$ cat config.mk
export PLATFORM = sky130hd
export DESIGN_NAME = alu_instr_sequencer_flat
export DESIGN_NICKNAME = d
export VERILOG_FILES = /design/src/rtl/alu_instr_sequencer_if.sv /design/src/rtl/alu_instr_sequencer.sv /design/src/flat_wrapper.sv
export SDC_FILE = /design/constraint.sdc
export NUM_CORES = 1
export LEC_CHECK = 0
export ABC_AREA = 1
export CORE_ASPECT_RATIO = 1.25
export CORE_MARGIN = 3
export CORE_UTILIZATION = 32
export DETAILED_ROUTE_END_ITERATION = 10
export PLACE_DENSITY = 0.82
export REMOVE_ABC_BUFFERS = 1
export SLEW_MARGIN = 10
export SYNTH_ARGS = -nofsm -noshare
export SYNTH_HDL_FRONTEND = slang
export SYNTH_SLANG_ARGS = --single-unit
$ cat constraint.sdc
create_clock -name clock -period 1.8 [get_ports clock]
set_input_delay 0.27 -clock clock [delete_from_list [all_inputs] [get_ports clock]]
set_output_delay 0.27 -clock clock [all_outputs]
set_load 0.02 [all_outputs]
$ cat src/rtl/alu_instr_sequencer_if.sv
// Control bus between the ALU instruction sequencer and its datapath.
// The instr_cnt signal exists only when ALU_SEQ_CYCLE_CNT_EN is defined.
interface alu_instr_sequencer_if #(
  parameter int WORD_W   = 32,
  parameter int NUM_REGS = 16
);
  logic                start;
  logic [WORD_W-1:0]   ir;
  logic                busy;
  logic                done;
  logic                illegal;
  logic [NUM_REGS-1:0] rin;
  logic [NUM_REGS-1:0] rout;
  logic [13:0]         alu_ctl;
  logic PCout, PCin, MARin, Read, MDRin, MDRout, IRin;
  logic Yin, Zin, Zlowout, Zhighout, HIin, LOin;
`ifdef ALU_SEQ_CYCLE_CNT_EN
  logic [31:0]         instr_cnt;
`endif

  // master: the side issuing instructions and observing the strobes
  modport master (
    output start, ir,
    input
`ifdef ALU_SEQ_CYCLE_CNT_EN
      instr_cnt,
`endif
      busy, done, illegal, rin, rout, alu_ctl,
      PCout, PCin, MARin, Read, MDRin, MDRout, IRin,
      Yin, Zin, Zlowout, Zhighout, HIin, LOin
  );

  // slave: the sequencer itself
  modport slave (
    input start, ir,
    output
`ifdef ALU_SEQ_CYCLE_CNT_EN
      instr_cnt,
`endif
      busy, done, illegal, rin, rout, alu_ctl,
      PCout, PCin, MARin, Read, MDRin, MDRout, IRin,
      Yin, Zin, Zlowout, Zhighout, HIin, LOin
  );
endinterface

$ cat src/rtl/alu_instr_sequencer.sv
// Moore FSM sequencing fetch/decode/execute strobes for register-register ALU instructions.
// Optional retired-instruction counter enabled by defining ALU_SEQ_CYCLE_CNT_EN.
module alu_instr_sequencer #(
  parameter int WORD_W    = 32,
  parameter int NUM_REGS  = 16,
  parameter int REG_IDX_W = 4
) (
  input logic                  clock,
  input logic                  clear,
  alu_instr_sequencer_if.slave bus
);
  localparam logic [2:0] S_IDLE = 3'd0;
  localparam logic [2:0] S_T0   = 3'd1;
  localparam logic [2:0] S_T1   = 3'd2;
  localparam logic [2:0] S_T2   = 3'd3;
  localparam logic [2:0] S_T3   = 3'd4;
  localparam logic [2:0] S_T4   = 3'd5;
  localparam logic [2:0] S_T5   = 3'd6;
  localparam logic [2:0] S_T6   = 3'd7;

  logic [2:0] state_reg, state_next;

  logic [WORD_W-1:0]    ir_word;
  logic [4:0]           opcode;
  logic [REG_IDX_W-1:0] ra_idx, rb_idx, rc_idx;
  logic                 unused_ir_bits;

  assign ir_word        = bus.ir;
  assign opcode         = ir_word[31:27];
  assign ra_idx         = ir_word[26 -: REG_IDX_W];
  assign rb_idx         = ir_word[22 -: REG_IDX_W];
  assign rc_idx         = ir_word[18 -: REG_IDX_W];
  assign unused_ir_bits = ^ir_word[14:0];

  logic is_two_op, is_unary, is_muldiv;
  assign is_two_op = (opcode <= 5'd8);
  assign is_unary  = (opcode == 5'd11) || (opcode == 5'd12);
  assign is_muldiv = (opcode == 5'd9) || (opcode == 5'd10);

  // Opcode numbering differs from the alu_ctl bit order (shifts/rotates are permuted)
  logic [13:0] op_sel;
  always_comb begin
    op_sel = '0;
    case (opcode)
      5'd0:    op_sel[0]  = 1'b1;
      5'd1:    op_sel[1]  = 1'b1;
      5'd2:    op_sel[2]  = 1'b1;
      5'd3:    op_sel[3]  = 1'b1;
      5'd4:    op_sel[7]  = 1'b1;
      5'd5:    op_sel[8]  = 1'b1;
      5'd6:    op_sel[4]  = 1'b1;
      5'd7:    op_sel[5]  = 1'b1;
      5'd8:    op_sel[6]  = 1'b1;
      5'd9:    op_sel[11] = 1'b1;
      5'd10:   op_sel[12] = 1'b1;
      5'd11:   op_sel[9]  = 1'b1;
      5'd12:   op_sel[10] = 1'b1;
      default: op_sel     = '0;
    endcase
  end

  always_comb begin
    state_next = state_reg;
    case (state_reg)
      S_IDLE:  if (bus.start) state_next = S_T0;
      S_T0:    state_next = S_T1;
      S_T1:    state_next = S_T2;
      S_T2:    state_next = S_T3;
      S_T3:    state_next = (is_two_op || is_muldiv || is_unary) ? S_T4 : S_IDLE;
      S_T4:    state_next = (is_two_op || is_muldiv) ? S_T5 : S_IDLE;
      S_T5:    state_next = is_muldiv ? S_T6 : S_IDLE;
      default: state_next = S_IDLE;
    endcase
  end

  always_ff @(posedge clock) begin
    if (!clear) state_reg <= S_IDLE;
    else        state_reg <= state_next;
  end

  logic busy, done, illegal, rin_en, rout_b_en, rout_c_en;
  logic [13:0] alu_sel;
  logic pc_out, pc_in, mar_in, mem_read, mdr_in, mdr_out, ir_in;
  logic y_in, z_in, zlow_out, zhigh_out, hi_in, lo_in;

  // Later T-states re-check the opcode class so done always pulses even if ir changes
  always_comb begin
    busy = 1'b0; done = 1'b0; illegal = 1'b0;
    rin_en = 1'b0; rout_b_en = 1'b0; rout_c_en = 1'b0; alu_sel = '0;
    pc_out = 1'b0; pc_in = 1'b0; mar_in = 1'b0; mem_read = 1'b0;
    mdr_in = 1'b0; mdr_out = 1'b0; ir_in = 1'b0; y_in = 1'b0; z_in = 1'b0;
    zlow_out = 1'b0; zhigh_out = 1'b0; hi_in = 1'b0; lo_in = 1'b0;
    case (state_reg)
      S_T0: begin
        busy = 1'b1; pc_out = 1'b1; mar_in = 1'b1; alu_sel[13] = 1'b1; z_in = 1'b1;
      end
      S_T1: begin
        busy = 1'b1; zlow_out = 1'b1; pc_in = 1'b1; mem_read = 1'b1; mdr_in = 1'b1;
      end
      S_T2: begin
        busy = 1'b1; mdr_out = 1'b1; ir_in = 1'b1;
      end
      S_T3: begin
        busy = 1'b1;
        if (is_unary) begin
          rout_b_en = 1'b1; alu_sel = op_sel; z_in = 1'b1;
        end else if (is_two_op || is_muldiv) begin
          rout_b_en = 1'b1; y_in = 1'b1;
        end else begin
          illegal = 1'b1; done = 1'b1;
        end
      end
      S_T4: begin
        busy = 1'b1;
        if (is_unary) begin
          zlow_out = 1'b1; rin_en = 1'b1; done = 1'b1;
        end else if (is_two_op || is_muldiv) begin
          rout_c_en = 1'b1; alu_sel = op_sel; z_in = 1'b1;
        end else begin
          done = 1'b1;
        end
      end
      S_T5: begin
        busy = 1'b1;
        if (is_muldiv) begin
          zlow_out = 1'b1; lo_in = 1'b1;
        end else if (is_two_op) begin
          zlow_out = 1'b1; rin_en = 1'b1; done = 1'b1;
        end else begin
          done = 1'b1;
        end
      end
      S_T6: begin
        busy = 1'b1; zhigh_out = 1'b1; hi_in = 1'b1; done = 1'b1;
      end
      default: ;
    endcase
  end

  // Indices at or above NUM_REGS match no bit, leaving the vector all-zero
  logic [NUM_REGS-1:0] rin_vec, rout_vec;
  genvar gi;
  generate
    for (gi = 0; gi < NUM_REGS; gi = gi + 1) begin : g_onehot
      assign rin_vec[gi]  = rin_en && (ra_idx == REG_IDX_W'(gi));
      assign rout_vec[gi] = (rout_b_en && (rb_idx == REG_IDX_W'(gi))) ||
                            (rout_c_en && (rc_idx == REG_IDX_W'(gi)));
    end
  endgenerate

  assign bus.busy     = busy;
  assign bus.done     = done;
  assign bus.illegal  = illegal;
  assign bus.rin      = rin_vec;
  assign bus.rout     = rout_vec;
  assign bus.alu_ctl  = alu_sel;
  assign bus.PCout    = pc_out;
  assign bus.PCin     = pc_in;
  assign bus.MARin    = mar_in;
  assign bus.Read     = mem_read;
  assign bus.MDRin    = mdr_in;
  assign bus.MDRout   = mdr_out;
  assign bus.IRin     = ir_in;
  assign bus.Yin      = y_in;
  assign bus.Zin      = z_in;
  assign bus.Zlowout  = zlow_out;
  assign bus.Zhighout = zhigh_out;
  assign bus.HIin     = hi_in;
  assign bus.LOin     = lo_in;

`ifdef ALU_SEQ_CYCLE_CNT_EN
  logic [31:0] instr_cnt_reg;
  always_ff @(posedge clock) begin
    if (!clear)    instr_cnt_reg <= '0;
    else if (done) instr_cnt_reg <= instr_cnt_reg + 32'd1;
  end
  assign bus.instr_cnt = instr_cnt_reg;
`endif
endmodule

$ cat src/flat_wrapper.sv
// flat-port wrapper written by rule: the top's interface ports become plain ports
module alu_instr_sequencer_flat 
#(
  parameter int WORD_W    = 32,
  parameter int NUM_REGS  = 16,
  parameter int REG_IDX_W = 4
)
  (clock, clear, bus_start, bus_ir, bus_busy, bus_done, bus_illegal, bus_rin, bus_rout, bus_alu_ctl, bus_PCout, bus_PCin, bus_MARin, bus_Read, bus_MDRin, bus_MDRout, bus_IRin, bus_Yin, bus_Zin, bus_Zlowout, bus_Zhighout, bus_HIin, bus_LOin);
  alu_instr_sequencer_if #(.WORD_W(WORD_W), .NUM_REGS(NUM_REGS)) bus_i ();
  input logic clock;
  input logic clear;
  input wire logic [$bits(bus_i.start)-1:0] bus_start;
  input wire logic [$bits(bus_i.ir)-1:0] bus_ir;
  output wire logic [$bits(bus_i.busy)-1:0] bus_busy;
  output wire logic [$bits(bus_i.done)-1:0] bus_done;
  output wire logic [$bits(bus_i.illegal)-1:0] bus_illegal;
  output wire logic [$bits(bus_i.rin)-1:0] bus_rin;
  output wire logic [$bits(bus_i.rout)-1:0] bus_rout;
  output wire logic [$bits(bus_i.alu_ctl)-1:0] bus_alu_ctl;
  output wire logic [$bits(bus_i.PCout)-1:0] bus_PCout;
  output wire logic [$bits(bus_i.PCin)-1:0] bus_PCin;
  output wire logic [$bits(bus_i.MARin)-1:0] bus_MARin;
  output wire logic [$bits(bus_i.Read)-1:0] bus_Read;
  output wire logic [$bits(bus_i.MDRin)-1:0] bus_MDRin;
  output wire logic [$bits(bus_i.MDRout)-1:0] bus_MDRout;
  output wire logic [$bits(bus_i.IRin)-1:0] bus_IRin;
  output wire logic [$bits(bus_i.Yin)-1:0] bus_Yin;
  output wire logic [$bits(bus_i.Zin)-1:0] bus_Zin;
  output wire logic [$bits(bus_i.Zlowout)-1:0] bus_Zlowout;
  output wire logic [$bits(bus_i.Zhighout)-1:0] bus_Zhighout;
  output wire logic [$bits(bus_i.HIin)-1:0] bus_HIin;
  output wire logic [$bits(bus_i.LOin)-1:0] bus_LOin;
  assign bus_i.start = bus_start;
  assign bus_i.ir = bus_ir;
  assign bus_busy = bus_i.busy;
  assign bus_done = bus_i.done;
  assign bus_illegal = bus_i.illegal;
  assign bus_rin = bus_i.rin;
  assign bus_rout = bus_i.rout;
  assign bus_alu_ctl = bus_i.alu_ctl;
  assign bus_PCout = bus_i.PCout;
  assign bus_PCin = bus_i.PCin;
  assign bus_MARin = bus_i.MARin;
  assign bus_Read = bus_i.Read;
  assign bus_MDRin = bus_i.MDRin;
  assign bus_MDRout = bus_i.MDRout;
  assign bus_IRin = bus_i.IRin;
  assign bus_Yin = bus_i.Yin;
  assign bus_Zin = bus_i.Zin;
  assign bus_Zlowout = bus_i.Zlowout;
  assign bus_Zhighout = bus_i.Zhighout;
  assign bus_HIin = bus_i.HIin;
  assign bus_LOin = bus_i.LOin;
  alu_instr_sequencer #(.WORD_W(WORD_W), .NUM_REGS(NUM_REGS), .REG_IDX_W(REG_IDX_W)) u_core (.clock(clock), .clear(clear), .bus(bus_i));
endmodule
==> impl_metrics.tcl <==
set metrics [dict create \
    outcome "complete, but fails checks" \
    violations "negative setup slack" \
    grt_use_met3 0.0360 \
    utilization 0.747 \
    synth_compound_gate_area_share 0.0457 \
    stdcell_count 377 \
    dr.first_iter.drc_count 115 \
    hold_path.class "in2reg" \
    max_freq_mhz 539 \
    yosysTopAreaCellShare 0.237 \
    start_util 0.337 \
    viasPerCell 4.88 \
    tns_ns -0.0568 \
    grt_pass1_vias 1732 \
    grt.total_usage 0.219 \
    synth_cell_types 22 \
    ys_warn_count 0 \
    grt_pass1_wl_mm 7.39 \
    arrival_ns 1.59 \
    clockBufferDepth 2 \
    setup_viol 1 \
    globalplace.congestion 0.888 \
    numPortBuffers 81 \
    fin_ws_ns -0.0568 \
    layout_common_cells "buf_4 (68), nand2_1 (66), inv_1 (33)" \
    cts_made_buffers 3 \
    grt_remaining_overflow 0 \
    place_ws_ns -0.811 \
    nNetsFinal 376 \
    fin_crit_sh 1.03 \
    largest_register_ffs 3 \
    total_power_mw 0.639 \
    holdWs_ns 0.640 \
    final_cell_area_sq_mm 0.00243 \
    path_clk_slew_ns 0.03 \
    powerDensity_mw_per_mm2 263 \
    insertion_delay_ns 0.22 \
    synth_top_cell_by_area "nand2_1" \
    worstPathRequired_ns 1.53 \
    finalCriticalPeriod_ns 1.86 \
    htree_num_levels 1 \
    grt_setup_unrepaired "yes" \
    finalWirelength_mm 5.10 \
    slew_viol_final 0 \
    dp_cells 365 \
    dp_hpwl_mm 3.52 \
    synth-xor-area-share 0 \
    ff_latch_area_sq_um 63.8 \
    max_cap_violations 0 \
    synth-adder-area-share 0 \
    area_growth_pct 122 \
    drive_above_1_share 0.497 \
    power.leakage_nw 1.33 \
    io-pin-count 97 \
    path_class "in2out" \
    wl_per_cell_microns 13.5 \
    syn_inst 218 \
    dr.pass1.iters 4 \
    ys_ff_latch 3 \
    syn_area_per_cell_sq_um 5.02 \
    final_common_cell "buf_4" \
    multiInputGateArea_sq_mm 0.00112 \
    dpl-instance-area_sq_mm 0.00217 \
    cp_max_fo 6 \
    die_w_microns 58.3 \
    startpoint_type "primary input" \
    skew_ns 0.00549 \
    synthMuxAreaShare 0 \
    ant_nets 0 \
    ir_worst_vdd_mv 0.217 \
    fp.dieArea_sq_mm 0.00416 \
    grt_antenna_before_repair 0 \
    vias 1841 \
    grtUsageMet2 0.432 \
    gr-max-usage-layer "met2" \
    max_slew_margin 0.824 \
    use_met1 0.216 \
    synth_area_sq_mm 0.00109 \
    grt_max_degree 8 \
    cts_num_sinks 3 \
    hold_viol 0 \
    cts_tree "done" \
    hold_buffers 0 \
    root_buffer "clkbuf_8" \
    synth_top_family_by_area "simple AND/OR/NAND/NOR gates" \
    yosys.area_share.simple 0.725 \
    placementRows 23 \
    die_h_microns 71.4 \
    worst_slew_pin_slew_ns 0.264 \
    ys_top_cells_by_area "nand2_1 (24%), nor2_1 (18%), inv_1 (13%), nand3_2 (7.3%), dfxtp_1 (5.5%)" \
    ys_seq_area_frac 0.0549 \
    drc 0 \
    end_kind "primary output" \
    diodes 0 \
    core_area_sq_mm 0.00325 \
    fill_cells 246 \
]
critical path, stage by stage:
cell	delay (ns)
buf_12	0.11
nor2_4	0.15
nand2_2	0.11
nor2_4	0.13
nor2_4	0.07
nand2_4	0.10
nand2_8	0.10
nand2_8	0.09
nand3_4	0.12
nor2_1	0.17
buf_4	0.17
per-layer routing:
layer,part of all wire,vias to the layer above
met3,0.084,20
met5,0,-
met4,0.036,0
li1,-,902
met1,0.34,820
met2,0.54,99
cell usage after synthesis:
cell,n
dfxtp_1,3
o21ai_0,4
a21oi_1,2
nor3_2,1
buf_4,6
nor2_8,1
nor2_1,52
nor2_4,4
nand4_1,1
nand3_1,7
nand3_2,8
nand2_8,1
inv_1,38
nor2_2,7
nand2_2,3
nor3_1,3
inv_2,1
nand2_1,69
o211ai_1,1
a21boi_0,1
nand2_4,4
o21ai_1,1
final timing paths:
path	from	end	slack, ns	cells after the start
setup / recovery	bus_ir[28]	bus_alu_ctl[4]	-0.06	11
hold / removal	clear	u_core.state_reg[2]	0.64	3
setup reg to reg	u_core.state_reg[1]	u_core.state_reg[1]	0.53	7
hold reg to reg	u_core.state_reg[2]	u_core.state_reg[2]	0.69	5
layout make-up:
type,instances,area share
multi-input cells,170,0.463
inverters,39,0.0613
well taps,37,0.0191
clock buffers,4,0.0185
flip-flops and latches,3,0.0263
repair buffers,124,0.412
logic make-up (layout without fill, tap and decap cells):
group	Yosys count	in the layout
buffers and inverters	45	167
DFF	3	3
and+or+nand+nor	161	161
AOI/OAI and AO/OA	9	9
report_power, final:
part           switching [mW]  total [mW]  internal, mW
logic                   0.202       0.357         0.156
registers             0.00764      0.0809        0.0733
clock network          0.0493       0.201         0.151
total                   0.259       0.639         0.381
repair_timing:
action / CTS / global route
resized for setup: 265 / 91
pin swaps: 22 / 17
endpoints found under the setup margin: 62 / 50
setup buffers: 4 / 4
No activity file was read; power rests on OpenSTA's default activity.
